File: config.mk
export PLATFORM = sky130hd
export DESIGN_NAME = yari_sram_ctrl
export DESIGN_NICKNAME = d
export VERILOG_FILES = /design/src/rtl/yari_mem_pkg.sv /design/src/rtl/yari_sram_ctrl.sv
export SDC_FILE = /design/constraint.sdc
export NUM_CORES = 1
export LEC_CHECK = 0
export CAP_MARGIN = 20
export CORE_ASPECT_RATIO = 2
export CORE_MARGIN = 1
export CORE_UTILIZATION = 56
export DETAILED_ROUTE_END_ITERATION = 8
export DONT_BUFFER_PORTS = 1
export PLACE_DENSITY = 0.83
export SLEW_MARGIN = 20
export SYNTH_ARGS = -nofsm -noshare
export SYNTH_HDL_FRONTEND = slang
export SYNTH_SLANG_ARGS = --single-unit
File: constraint.sdc
create_clock -name clock -period 1.34 [get_ports clock]
set_input_delay 0.067 -clock clock [delete_from_list [all_inputs] [get_ports clock]]
set_output_delay 0.067 -clock clock [all_outputs]
set_load 0.02 [all_outputs]
File: src/rtl/yari_mem_pkg.sv
// Shared definitions for the yari memory-side path: requester tags,
// controller state encoding and small helpers.
package yari_mem_pkg;

    localparam logic [1:0] ID_NONE = 2'd0;
    localparam logic [1:0] ID_DC   = 2'd1;
    localparam logic [1:0] ID_IC   = 2'd2;

    // Wide enough for WAIT_STATES up to 15 and WR_RECOVERY up to 3
    localparam int unsigned CNT_W = 4;

    typedef enum logic [1:0] {
        ST_IDLE    = 2'd0,
        ST_READ    = 2'd1,
        ST_WRITE   = 2'd2,
        ST_RECOVER = 2'd3
    } state_t;

    function automatic logic [3:0] mask_to_be_n(input logic [3:0] mask);
        return ~mask;
    endfunction

endpackage

File: src/rtl/yari_sram_ctrl.sv
// Single-request asynchronous SRAM controller behind the yari unified memory
// port: tagged word reads/writes with programmable wait states and write recovery.
module yari_sram_ctrl
    import yari_mem_pkg::*;
#(
    parameter int unsigned WAIT_STATES = 2,
    parameter int unsigned WR_RECOVERY = 1,
    parameter int unsigned ADDR_W      = 18
) (
    input  logic              clock,
    input  logic              rst,

    output logic              mem_waitrequest,
    input  logic [1:0]        mem_id,
    input  logic [29:0]       mem_address,
    input  logic              mem_read,
    input  logic              mem_write,
    input  logic [31:0]       mem_writedata,
    input  logic [3:0]        mem_writedatamask,
    output logic [31:0]       mem_readdata,
    output logic [1:0]        mem_readdataid,

    output logic [ADDR_W-1:0] sram_a,
    output logic [31:0]       sram_d_o,
    output logic              sram_d_oe,
    input  logic [31:0]       sram_d_i,
    output logic [3:0]        sram_be_n,
    output logic              sram_ce_n,
    output logic              sram_oe_n,
    output logic              sram_we_n
);

    localparam logic [CNT_W-1:0] WAIT_LOAD = CNT_W'(WAIT_STATES);
    localparam logic [CNT_W-1:0] REC_LOAD  =
        (WR_RECOVERY == 0) ? '0 : CNT_W'(WR_RECOVERY - 1);

    state_t             state_q, state_d;
    logic [CNT_W-1:0]   cnt_q, cnt_d;
    logic [1:0]         id_q, id_d;

    logic               waitreq_d;
    logic [31:0]        rdata_d;
    logic [1:0]         rid_d;
    logic [ADDR_W-1:0]  a_d;
    logic [31:0]        d_o_d;
    logic               d_oe_d;
    logic [3:0]         be_n_d;
    logic               ce_n_d;
    logic               oe_n_d;
    logic               we_n_d;

    // Upper address bits are deliberately ignored so the SRAM aliases
    if (ADDR_W < 30) begin : g_addr_alias
        logic unused_addr_hi;
        assign unused_addr_hi = ^mem_address[29:ADDR_W];
    end

    always_comb begin
        state_d   = state_q;
        cnt_d     = cnt_q;
        id_d      = id_q;
        waitreq_d = mem_waitrequest;
        rdata_d   = mem_readdata;
        rid_d     = ID_NONE;
        a_d       = sram_a;
        d_o_d     = sram_d_o;
        d_oe_d    = sram_d_oe;
        be_n_d    = sram_be_n;
        ce_n_d    = sram_ce_n;
        oe_n_d    = sram_oe_n;
        we_n_d    = sram_we_n;

        case (state_q)
            ST_IDLE: begin
                if (!mem_waitrequest && (mem_read || mem_write)) begin
                    waitreq_d = 1'b1;
                    a_d       = mem_address[ADDR_W-1:0];
                    cnt_d     = WAIT_LOAD;
                    ce_n_d    = 1'b0;
                    // A write strobe wins over a simultaneous read strobe
                    if (mem_write) begin
                        state_d = ST_WRITE;
                        d_o_d   = mem_writedata;
                        d_oe_d  = 1'b1;
                        be_n_d  = mask_to_be_n(mem_writedatamask);
                        oe_n_d  = 1'b1;
                        we_n_d  = 1'b0;
                    end else begin
                        state_d = ST_READ;
                        id_d    = mem_id;
                        d_oe_d  = 1'b0;
                        be_n_d  = '0;
                        oe_n_d  = 1'b0;
                        we_n_d  = 1'b1;
                    end
                end else begin
                    waitreq_d = 1'b0;
                end
            end

            ST_READ: begin
                if (cnt_q == '0) begin
                    state_d   = ST_IDLE;
                    rdata_d   = sram_d_i;
                    rid_d     = id_q;
                    waitreq_d = 1'b0;
                    ce_n_d    = 1'b1;
                    oe_n_d    = 1'b1;
                    be_n_d    = '1;
                end else begin
                    cnt_d = cnt_q - 1'b1;
                end
            end

            ST_WRITE: begin
                if (cnt_q == '0) begin
                    we_n_d = 1'b1;
                    if (WR_RECOVERY == 0) begin
                        state_d   = ST_IDLE;
                        waitreq_d = 1'b0;
                        ce_n_d    = 1'b1;
                        d_oe_d    = 1'b0;
                        be_n_d    = '1;
                    end else begin
                        // Data, address and byte enables stay driven through recovery
                        state_d = ST_RECOVER;
                        cnt_d   = REC_LOAD;
                    end
                end else begin
                    cnt_d = cnt_q - 1'b1;
                end
            end

            ST_RECOVER: begin
                if (cnt_q == '0) begin
                    state_d   = ST_IDLE;
                    waitreq_d = 1'b0;
                    ce_n_d    = 1'b1;
                    d_oe_d    = 1'b0;
                    be_n_d    = '1;
                end else begin
                    cnt_d = cnt_q - 1'b1;
                end
            end

            default: begin
                state_d   = ST_IDLE;
                waitreq_d = 1'b1;
            end
        endcase
    end

    always_ff @(posedge clock) begin
        if (!rst) begin
            state_q         <= ST_IDLE;
            cnt_q           <= '0;
            id_q            <= ID_NONE;
            mem_waitrequest <= 1'b1;
            mem_readdata    <= '0;
            mem_readdataid  <= ID_NONE;
            sram_a          <= '0;
            sram_d_o        <= '0;
            sram_d_oe       <= 1'b0;
            sram_be_n       <= '1;
            sram_ce_n       <= 1'b1;
            sram_oe_n       <= 1'b1;
            sram_we_n       <= 1'b1;
        end else begin
            state_q         <= state_d;
            cnt_q           <= cnt_d;
            id_q            <= id_d;
            mem_waitrequest <= waitreq_d;
            mem_readdata    <= rdata_d;
            mem_readdataid  <= rid_d;
            sram_a          <= a_d;
            sram_d_o        <= d_o_d;
            sram_d_oe       <= d_oe_d;
            sram_be_n       <= be_n_d;
            sram_ce_n       <= ce_n_d;
            sram_oe_n       <= oe_n_d;
            sram_we_n       <= we_n_d;
        end
    end

endmodule

Word level (Yosys, flattened, before mapping)
Cells that the tools add are included.
{"block": "op_classes", "order_cmp": 0, "multipliers": 0, "bitwise_logic": 2, "addsub": 1, "div": 0, "reduce_logical": 22, "shifts": 0, "eq_ne": 9, "muxes": 26}
{"op": "$mux 4", "n": 6}
{"op": "$reduce_and 3->1", "n": 8}
{"op": "$pmux 4 s3", "n": 1}
{"op": "$ne 2x2->1 const B", "n": 5}
{"op": "$pmux 1 s2", "n": 5}
{"op": "$mux 1", "n": 8}
{"op": "$mux 2", "n": 4}
{"op": "$pmux 4 s2", "n": 1}
{"op": "$reduce_and 2->1", "n": 4}
{"op": "$reduce_bool 2->1", "n": 4}
{"op": "$pmux 2 s3", "n": 1}
{"op": "$eq 2x2->1 const B", "n": 2}
{"op": "$logic_not 4->1", "n": 1}
{"op": "$not 4->4", "n": 1}
{"op": "$sub 4x1->4 const B", "n": 1}
{"op": "$eq 2x1->1 const B", "n": 1}
{"op": "$logic_not 2->1", "n": 1}
{"op": "$ne 2x1->1 const B", "n": 1}
{"op": "$reduce_or 2->1", "n": 1}
{"op": "$logic_and 1x1->1", "n": 1}
{"op": "$logic_not 1->1", "n": 1}
{"op": "$logic_or 1x1->1", "n": 1}
{"op": "$not 1->1", "n": 1}
{"block": "totals", "memories": 0, "ramBits": 0, "ff_bits": 101, "inputBits": 104, "output_inout_bits": 93, "latchBits": 0, "elab_cells": 73, "romBits": 0}

Depth between registers and ports, before layout
Gate-level depths: netlist (run 1).
{"block": "depth", "ltp_word": 4, "mapped_depth": 8, "ltp_nobuf": 6}

Worst setup path after synthesis (run 1)
OpenSTA, ideal clock, no wires.
{"block": "synth_timing", "path_kind": "register to register", "startpoint": "reg state_q[1]", "endpoint": "reg sram_d_o[15]", "n_path_buf": 4, "path_slack_ps": -144, "period_less_slack_ps": 1484, "arrival_time_ps": 1368, "stages_incl_launch_ff": 9, "setup_ps": 116, "t_required_ps": 1224, "path_cell_list": "dfxtp_1 -> buf_6 -> or2_1 -> buf_6 -> or2_1 -> buf_2 -> buf_6 -> nand2_1 -> a21boi_1"}
{"block": "synth_via", "elab_chain_len": 2}
{"element": "from (decl)", "line": "yari_sram_ctrl.sv:37", "rtl": "state_t state_q, state_d;"}
{"element": "from (signal assigned)", "line": "yari_sram_ctrl.sv:169", "rtl": "state_q <= state_d;"}
{"element": "$logic_not 2->1", "line": "yari_sram_ctrl.sv:73", "rtl": "case (state_q)"}
{"element": "$reduce_and 3->1 (no line)"}
{"element": "to (signal assigned)", "line": "yari_sram_ctrl.sv:176", "rtl": "sram_d_o <= d_o_d;"}
{"element": "to (decl)", "line": "yari_sram_ctrl.sv:24", "rtl": "output logic [31:0] sram_d_o,"}
No other way between the ends.
A chain may end at the register's enable or synchronous reset.

Final worst setup path (run 1)
{"block": "layout_timing", "startpoint": "reg cnt_q[0]", "endpoint": "reg mem_readdata[21]"}
{"block": "layout_via", "elab_chain_len": 2}
{"element": "from (decl)", "line": "yari_sram_ctrl.sv:38", "rtl": "logic [CNT_W-1:0] cnt_q, cnt_d;"}
{"element": "from (signal assigned)", "line": "yari_sram_ctrl.sv:170", "rtl": "cnt_q <= cnt_d;"}
{"element": "$logic_not 4->1", "line": "yari_sram_ctrl.sv:102", "rtl": "if (cnt_q == '0) begin"}
{"element": "$reduce_and 2->1 (no line)"}
{"element": "to (signal assigned)", "line": "yari_sram_ctrl.sv:173", "rtl": "mem_readdata <= rdata_d;"}
{"element": "to (decl)", "line": "yari_sram_ctrl.sv:20", "rtl": "output logic [31:0] mem_readdata,"}
No other way between the ends.

==> results of run 1 <==
timing repair:
action | CTS | global route
buffers inserted | 4 | 4
resized for setup | 65 | 158
gates cloned | 3 | 10
hold buffers | 82 | 2
setup endpoints to repair | 76 | 83
endpoints found under the hold margin | 101 | 101
pin swaps | 33 | 84
cell families after synthesis:
group                    synth area share
AO/OA/AOI/OAI                       0.195
adder cells (fa/ha/maj)           0.00644
flip-flops                          0.520
XOR/XNOR                          0.00451
buffers and inverters              0.0483
AND/OR/NAND/NOR                     0.225
flip-flops by register name (all words and copies together) (netlist names):
name,count
mem_readdata,32
sram_d_o,32
sram_a,18
cnt_q,4
sram_be_n,4
id_q,2
mem_readdataid,2
state_q,2
mem_waitrequest,1
sram_ce_n,1
sram_d_oe,1
sram_oe_n,1
sram_we_n,1
cells in the final DEF (no fill, tap or decap), types with 7 or more instances in the layout:
cell / netlist / routed
nand2_2: 1 / 29
a21boi_1: 39 / 43
a21boi_2: 0 / 37
clkbuf_16: 0 / 16
dfxtp_1: 101 / 98
nand2_4: 0 / 36
nand3_1: 7 / 7
nand2_1: 168 / 104
buf_4: 2 / 18
buf_6: 5 / 9
dlygate4sd3_1: 0 / 84
metal layers:
layer	wire (um)	global-route usage	part of all wire	vias up
li1	-	-	-	1683
met1	5300	0.297	0.33	1896
met2	8130	0.558	0.51	343
met3	1340	0.113	0.084	124
met4	1270	0.253	0.079	0
met5	0	0	0	-
per-stage QoR:
| stage | setup WS, ps | util |
|---|---|---|
| floorplan | -93.6 | - |
| global placement | -44.4 | 0.610 |
| detailed placement | -161 | 0.610 |
| CTS | -65.6 | 0.809 |
| global route | -407 | 0.924 |
| finish | -344 | 0.924 |
worst max-delay path: cells and delay by family, from the launching register on:
kind,cells,cell delay [ps]
AOI/OAI and AO/OA,1,290
adders and majority gates,1,160
buffers and inverters,2,320
and+or+nand+nor,3,460
DFF,1,340
path summary, 6_finish.rpt:
check                                           start                            end  slack [ps]  cells after the start
worst max-delay path            cnt_q[0]$_SDFFE_PN0P_  mem_readdata[21]$_SDFFE_PN0P_        -340                      7
worst min-delay path                              rst      sram_be_n[2]$_SDFFE_PN1P_        -160                      1
worst min register to register   id_q[0]$_SDFFE_PN0P_   mem_readdataid[0]$_SDFF_PN0_         530                      1
worst max register to register  cnt_q[0]$_SDFFE_PN0P_  mem_readdata[21]$_SDFFE_PN0P_        -340                      7
power groups by stage:
stage                     registers, mW  clock network, mW  logic, mW
after CTS                          4.36               2.45       2.84
final                              4.47               2.49       4.16
after detailed placement           4.40                  0       2.17
after global routing               4.51               2.63       4.38
after global placement             4.38                  0       2.07
after floorplan                    4.32                  0       1.55
cell type report:
class,count,area share
diodes,1,0.000406
clock buffers,13,0.0422
clock inverters,3,0.00325
inverters,2,0.00122
multi-input cells,314,0.370
flip-flops and latches,101,0.329
well taps,88,0.0179
repair buffers,127,0.236
==> run_results.csv, run 1 <==
group,metric,value,unit
yosys,netlist_top_cells_count,"nand2_1, dfxtp_1, a21boi_0",
detailed_routing,dr.pass1.iters,5,
timing,rsz0062_at_grt,"true",
cts,cts_max_level,3,
worst_setup_path,crit_arrival,1920,ps
global_route,grt_pass1_wl,17400,um
global_route,grt_max_degree,100,
yosys,avgSynthCellArea,8.66,sq um
cts,cts_tree,"yes",
cts,cts_buffers,9,
yosys,ys_warn_count,0,
power_and_ir_drop,p_per_area,1800,nW/um^2
cells_and_area,multi_input_area,2280,sq um
yosys,yosysSeqAreaShare,0.520,
timing,fin_crit_sh,1.26,
yosys,ys_async_sr_fraction,0,
power_and_ir_drop,internal_power,6.86,mW
worst_setup_path,worstSetupPathType,"reg2reg",
worst_setup_path,endpoint_kind,"register",
yosys,yosysTopAreaCellShare,0.520,
status,status,"complete, but fails checks",
detailed_routing,vias,4046,
timing,finalSetupViolCount,98,
global_route,antenna_found_initial,1,
yosys,synth_flop_cell,"dfxtp_1",
cts,cts.sinks,101,
timing,max_slew_margin,0.722,
power_and_ir_drop,clkPwrFrac,0.224,
timing,setup_ws,-344,ps
timing,whs,-164,ps
global_route,grt_use_total,0.328,
cells_and_area,final_layout_size_suffix_gt1_frac,0.332,
detailed_routing,first_iter_violations,405,
worst_setup_path,cpMaxStageDelayCell,"dfxtp_2",
status,violations,"hold timing, setup timing",
yosys,syn_area,3890,sq um
placement,io_buffers,0,
power_and_ir_drop,pwr-share-comb,0.374,
worst_setup_path,crit_fanout,8,
worst_setup_path,worst_ep_required_time,1570,ps
power_and_ir_drop,p_sw,4.27,mW
worst_setup_path,max_stage_delay,340,ps
min_path,hold_class,"in2reg",
yosys,yosysMostFrequentCell,"nand2_1",
floorplan,dieHeight,120,um
detailed_routing,viasPerCell,6.23,
yosys,ys_seq_elements,101,
detailed_routing,wire_per_inst,24.7,um
power_and_ir_drop,power.leakage,2.40,nW
timing,worst_pin_slew,417,ps
yosys,yosys.area.top_type,"dfxtp_1",
global_route,grt_overflow_total,0,
power_and_ir_drop,seq_power_share,0.402,
floorplan,dieArea,7300,sq um
detailed_routing,routed_wl,16000,um
detailed_routing,drtAntennaViolNets,0,
floorplan,core_area,6670,sq um
yosys,synthCells,449,
timing,hold_viol,101,
power_and_ir_drop,swShare,0.384,
timing,fmax,0.594,GHz
cells_and_area,fin_nets,661,
cts,clk_latency,350,ps
placement,placed_cells,528,
worst_setup_path,crit_chain,"inv_2 -> ha_4 -> and4bb_2 -> nand2b_4 -> bufbuf_16 -> nand2_1 -> a21boi_1",
power_and_ir_drop,fin_total_pwr,11.1,mW
power_and_ir_drop,vdd_drop_max,0.00171,V
yosys,yosys-top-cells-area,"dfxtp_1, nand2_1, a21boi_0",
floorplan,num_io_pins,197,
timing,tns,-11730,ps
placement,dp_hpwl,5890,um
cells_and_area,fin_cells,649,
global_route,grt_pass1_vias,3720,
cells_and_area,n_fill_cell,228,
worst_setup_path,startpoint_type,"register",
floorplan,rows,42,
cts,clock-root-buffer,"clkbuf_16",
timing,skew,8.43,ps
cells_and_area,regArea,2030,sq um
floorplan,die_w,60.9,um
cts,path_clk_slew,70,ps
placement,place.gp.congestion,0.832,
cts,clock_path_buffers,2,
cells_and_area,fin_area,6160,sq um
yosys,synth-edff-count,0,
yosys,synth.distinct_cells,34,
timing,period_minus_slack,1680,ps
timing,slew_viol_final,0,
run,max_cap_violations,0,
placement,post_dp_cell_area,4070,sq um
detailed_routing,drc,0,
cells_and_area,area_growth,58.6,%
yosys,synth_nets,555,
floorplan,start_util,0.582,
No activity file was read; power rests on OpenSTA's default activity.
==> run 2: changes to the inputs <==
TNS_END_PERCENT = 20   (was not set)
==> run 2 against run 1 <==
Against the previous run: the flow still finishes with violations (hold timing, setup timing); setup slack better by 74 ps; critical path depth stayed put; fmax is 4.6% higher; sequential power is 1% lower; die area stayed put; final cell count is 1.1% lower; first-iteration DRC count is 26% lower; clock skew is 0.56 ps higher; wire length is 16% lower; via count is 6.6% lower; hold slack better by 6.2 ps; sequential share of layout area is 2.4 points higher.
==> run_results.csv, run 2 (synthesis gave the netlist of run 1 again) <==
group,metric,value,unit
power_and_ir_drop,pwr-share-comb,0.346,
placement,dpl_worst_slack,-206,ps
timing,whs,-158,ps
cells_and_area,fin_nets,659,
cts,cts_max_level,3,
worst_setup_path,crit_arrival,1830,ps
power_and_ir_drop,p_sw,3.80,mW
min_path,worstHoldPathCells,1,
worst_setup_path,worstSetupPathType,"reg2reg",
timing,slew_viol_final,0,
run,max_cap_violations,0,
cts,clock_path_buffers,2,
worst_setup_path,worst_ep_required_time,1560,ps
min_path,hold_class,"in2reg",
placement,io_buffers,0,
cells_and_area,final_common_cell,"nand2_1",
cells_and_area,fin_cells,642,
detailed_routing,viasPerCell,5.89,
worst_setup_path,crit_fanout,8,
worst_setup_path,rr_worst_depth,7,
worst_setup_path,endpoint_kind,"register",
worst_setup_path,startpoint_type,"register",
timing,setup_ws,-270,ps
cts,clock-root-buffer,"clkbuf_16",
power_and_ir_drop,clkPwrFrac,0.244,
status,violations,"hold timing, setup timing",
cells_and_area,n_fill_cell,322,
power_and_ir_drop,seq_power_share,0.410,
power_and_ir_drop,internal_power,6.95,mW
global_route,grt_max_degree,100,
cells_and_area,layout_common_cells,"nand2_1, dfxtp_1, dlygate4sd3_1",
global_route,grt_use_total,0.338,
placement,dp_hpwl,5900,um
floorplan,dieArea,7300,sq um
floorplan,rows,42,
floorplan,dieHeight,120,um
global_route,grt_pass1_wl,18000,um
timing,worst_pin_slew,383,ps
floorplan,core_area,6670,sq um
worst_setup_path,r2r_end,"mem_readdata[21]$_SDFFE_PN0P_",
timing,fmax,0.621,GHz
power_and_ir_drop,power.leakage,2.16,nW
cells_and_area,multi_input_area,1940,sq um
global_route,grt_overflow_total,0,
cts,cts.sinks,101,
timing,max_slew_margin,0.744,
status,status,"complete, but fails checks",
cells_and_area,final_layout_size_suffix_gt1_frac,0.213,
power_and_ir_drop,vdd_drop_max,0.00133,V
floorplan,start_util,0.582,
cells_and_area,n_antenna_cell,0,
detailed_routing,first_iter_violations,298,
min_path,min_from,"rst",
placement,place.gp.congestion,0.813,
cells_and_area,area_growth,47.6,%
detailed_routing,wire_per_inst,21.0,um
cts,cts_tree,"yes",
global_route,grt_pass1_vias,3733,
power_and_ir_drop,swShare,0.353,
power_and_ir_drop,p_per_area,1880,nW/um^2
detailed_routing,drc,0,
worst_setup_path,cpMaxStageDelayCell,"dfxtp_1",
detailed_routing,vias,3779,
timing,period_minus_slack,1610,ps
timing,finalSetupViolCount,47,
global_route,antenna_found_initial,0,
timing,rsz0062_at_grt,"true",
cells_and_area,regArea,2020,sq um
timing,fin_crit_sh,1.20,
floorplan,num_io_pins,197,
cts,path_clk_slew,70,ps
cells_and_area,reg_top3,"mem_readdata (32), sram_d_o (32), sram_a (18)",
worst_setup_path,critical_path.top_delay_family,"simple AND/OR/NAND/NOR gates",
worst_setup_path,crit_chain,"buf_4 -> and4bb_2 -> nand2b_4 -> buf_12 -> buf_16 -> nand2_1 -> a21boi_1",
timing,hold_viol,101,
timing,skew,8.98,ps
worst_setup_path,path_buf_inv,3,
detailed_routing,routed_wl,13500,um
detailed_routing,dr.pass1.iters,4,
cts,cts_buffers,9,
worst_setup_path,ff2ff_setup_slack,-270,ps
cts,clk_latency,340,ps
placement,placed_cells,532,
worst_setup_path,r2r-start,"state_q[0]$_SDFFE_PN0P_",
min_path,min_to,"sram_be_n[0]$_SDFFE_PN1P_",
detailed_routing,drtAntennaViolNets,0,
worst_setup_path,worstSetupStartpoint,"state_q[0]$_SDFFE_PN0P_",
worst_setup_path,max_stage_delay,350,ps
floorplan,die_w,60.9,um
## run 2: what timing repair did
item / CTS / global route
setup endpoints to repair: 77 / 94
hold buffers: 81 / 2
gates cloned: 3 / 4
buffers inserted: 6 / 3
pin swaps: 21 / 51
resized for setup: 51 / 71
hold endpoints to repair: 101 / 101
## run 2: worst max-delay path by stage
stage / cells after the start / end / slack (ps)
2_1_floorplan: 8 / sram_d_o[15]$_SDFFE_PN0P_ / -90
3_3_place_gp: 7 / mem_readdata[1]$_SDFFE_PN0P_ / -70
3_5_place_dp: 7 / mem_readdata[8]$_SDFFE_PN0P_ / -210
4_1_cts: 8 / mem_readdata[21]$_SDFFE_PN0P_ / -80
5_1_grt: 9 / mem_readdata[4]$_SDFFE_PN0P_ / -420
6_report: 7 / mem_readdata[21]$_SDFFE_PN0P_ / -270
## run 2: per-stage QoR
stage | power [mW] | instance area (sq um) | setup TNS (ps) | util
detailed placement | 6.66 | 4090 | -4900 | 0.613
floorplan | 5.84 | 3900 | -5130 | -
CTS | 10.0 | 5430 | -2300 | 0.813
finish | 10.8 | 5730 | -7040 | 0.859
global placement | 6.52 | 4090 | -1850 | 0.613
global route | 11.2 | 5730 | -10220 | 0.859
## run 2: power groups by stage
stage               Combinational [mW]  Clock, mW  Sequential (mW)
global placement                  2.15          0             4.37
finish                            3.72       2.62             4.41
CTS                               3.03       2.65             4.34
floorplan                         1.53          0             4.31
global route                      3.99       2.79             4.46
detailed placement                2.27          0             4.39
## run 2: cell type report
class                           count  area share
Clock buffer                        9      0.0393
Sequential cell                   101       0.353
Inverter                            2     0.00131
Timing Repair Buffer              125       0.237
Multi-Input combinational cell    314       0.338
Tap cell                           88      0.0192
Clock inverter                      3      0.0113
## run 2: routing by layer
layer | wire, um | share of wire | GRT usage | vias up
li1 | - | - | - | 1679
met4 | 838 | 0.062 | 0.250 | 0
met5 | 0 | 0 | 0 | -
met2 | 7290 | 0.54 | 0.562 | 225
met3 | 900 | 0.067 | 0.107 | 76
met1 | 4480 | 0.33 | 0.331 | 1799
## run 2: worst register-to-register path, stage by stage (launching register included)
cell      delay, ps
dfxtp_1         350
buf_4           190
and4bb_2        330
nand2b_4        120
buf_12          150
buf_16          150
nand2_1         120
a21boi_1         80
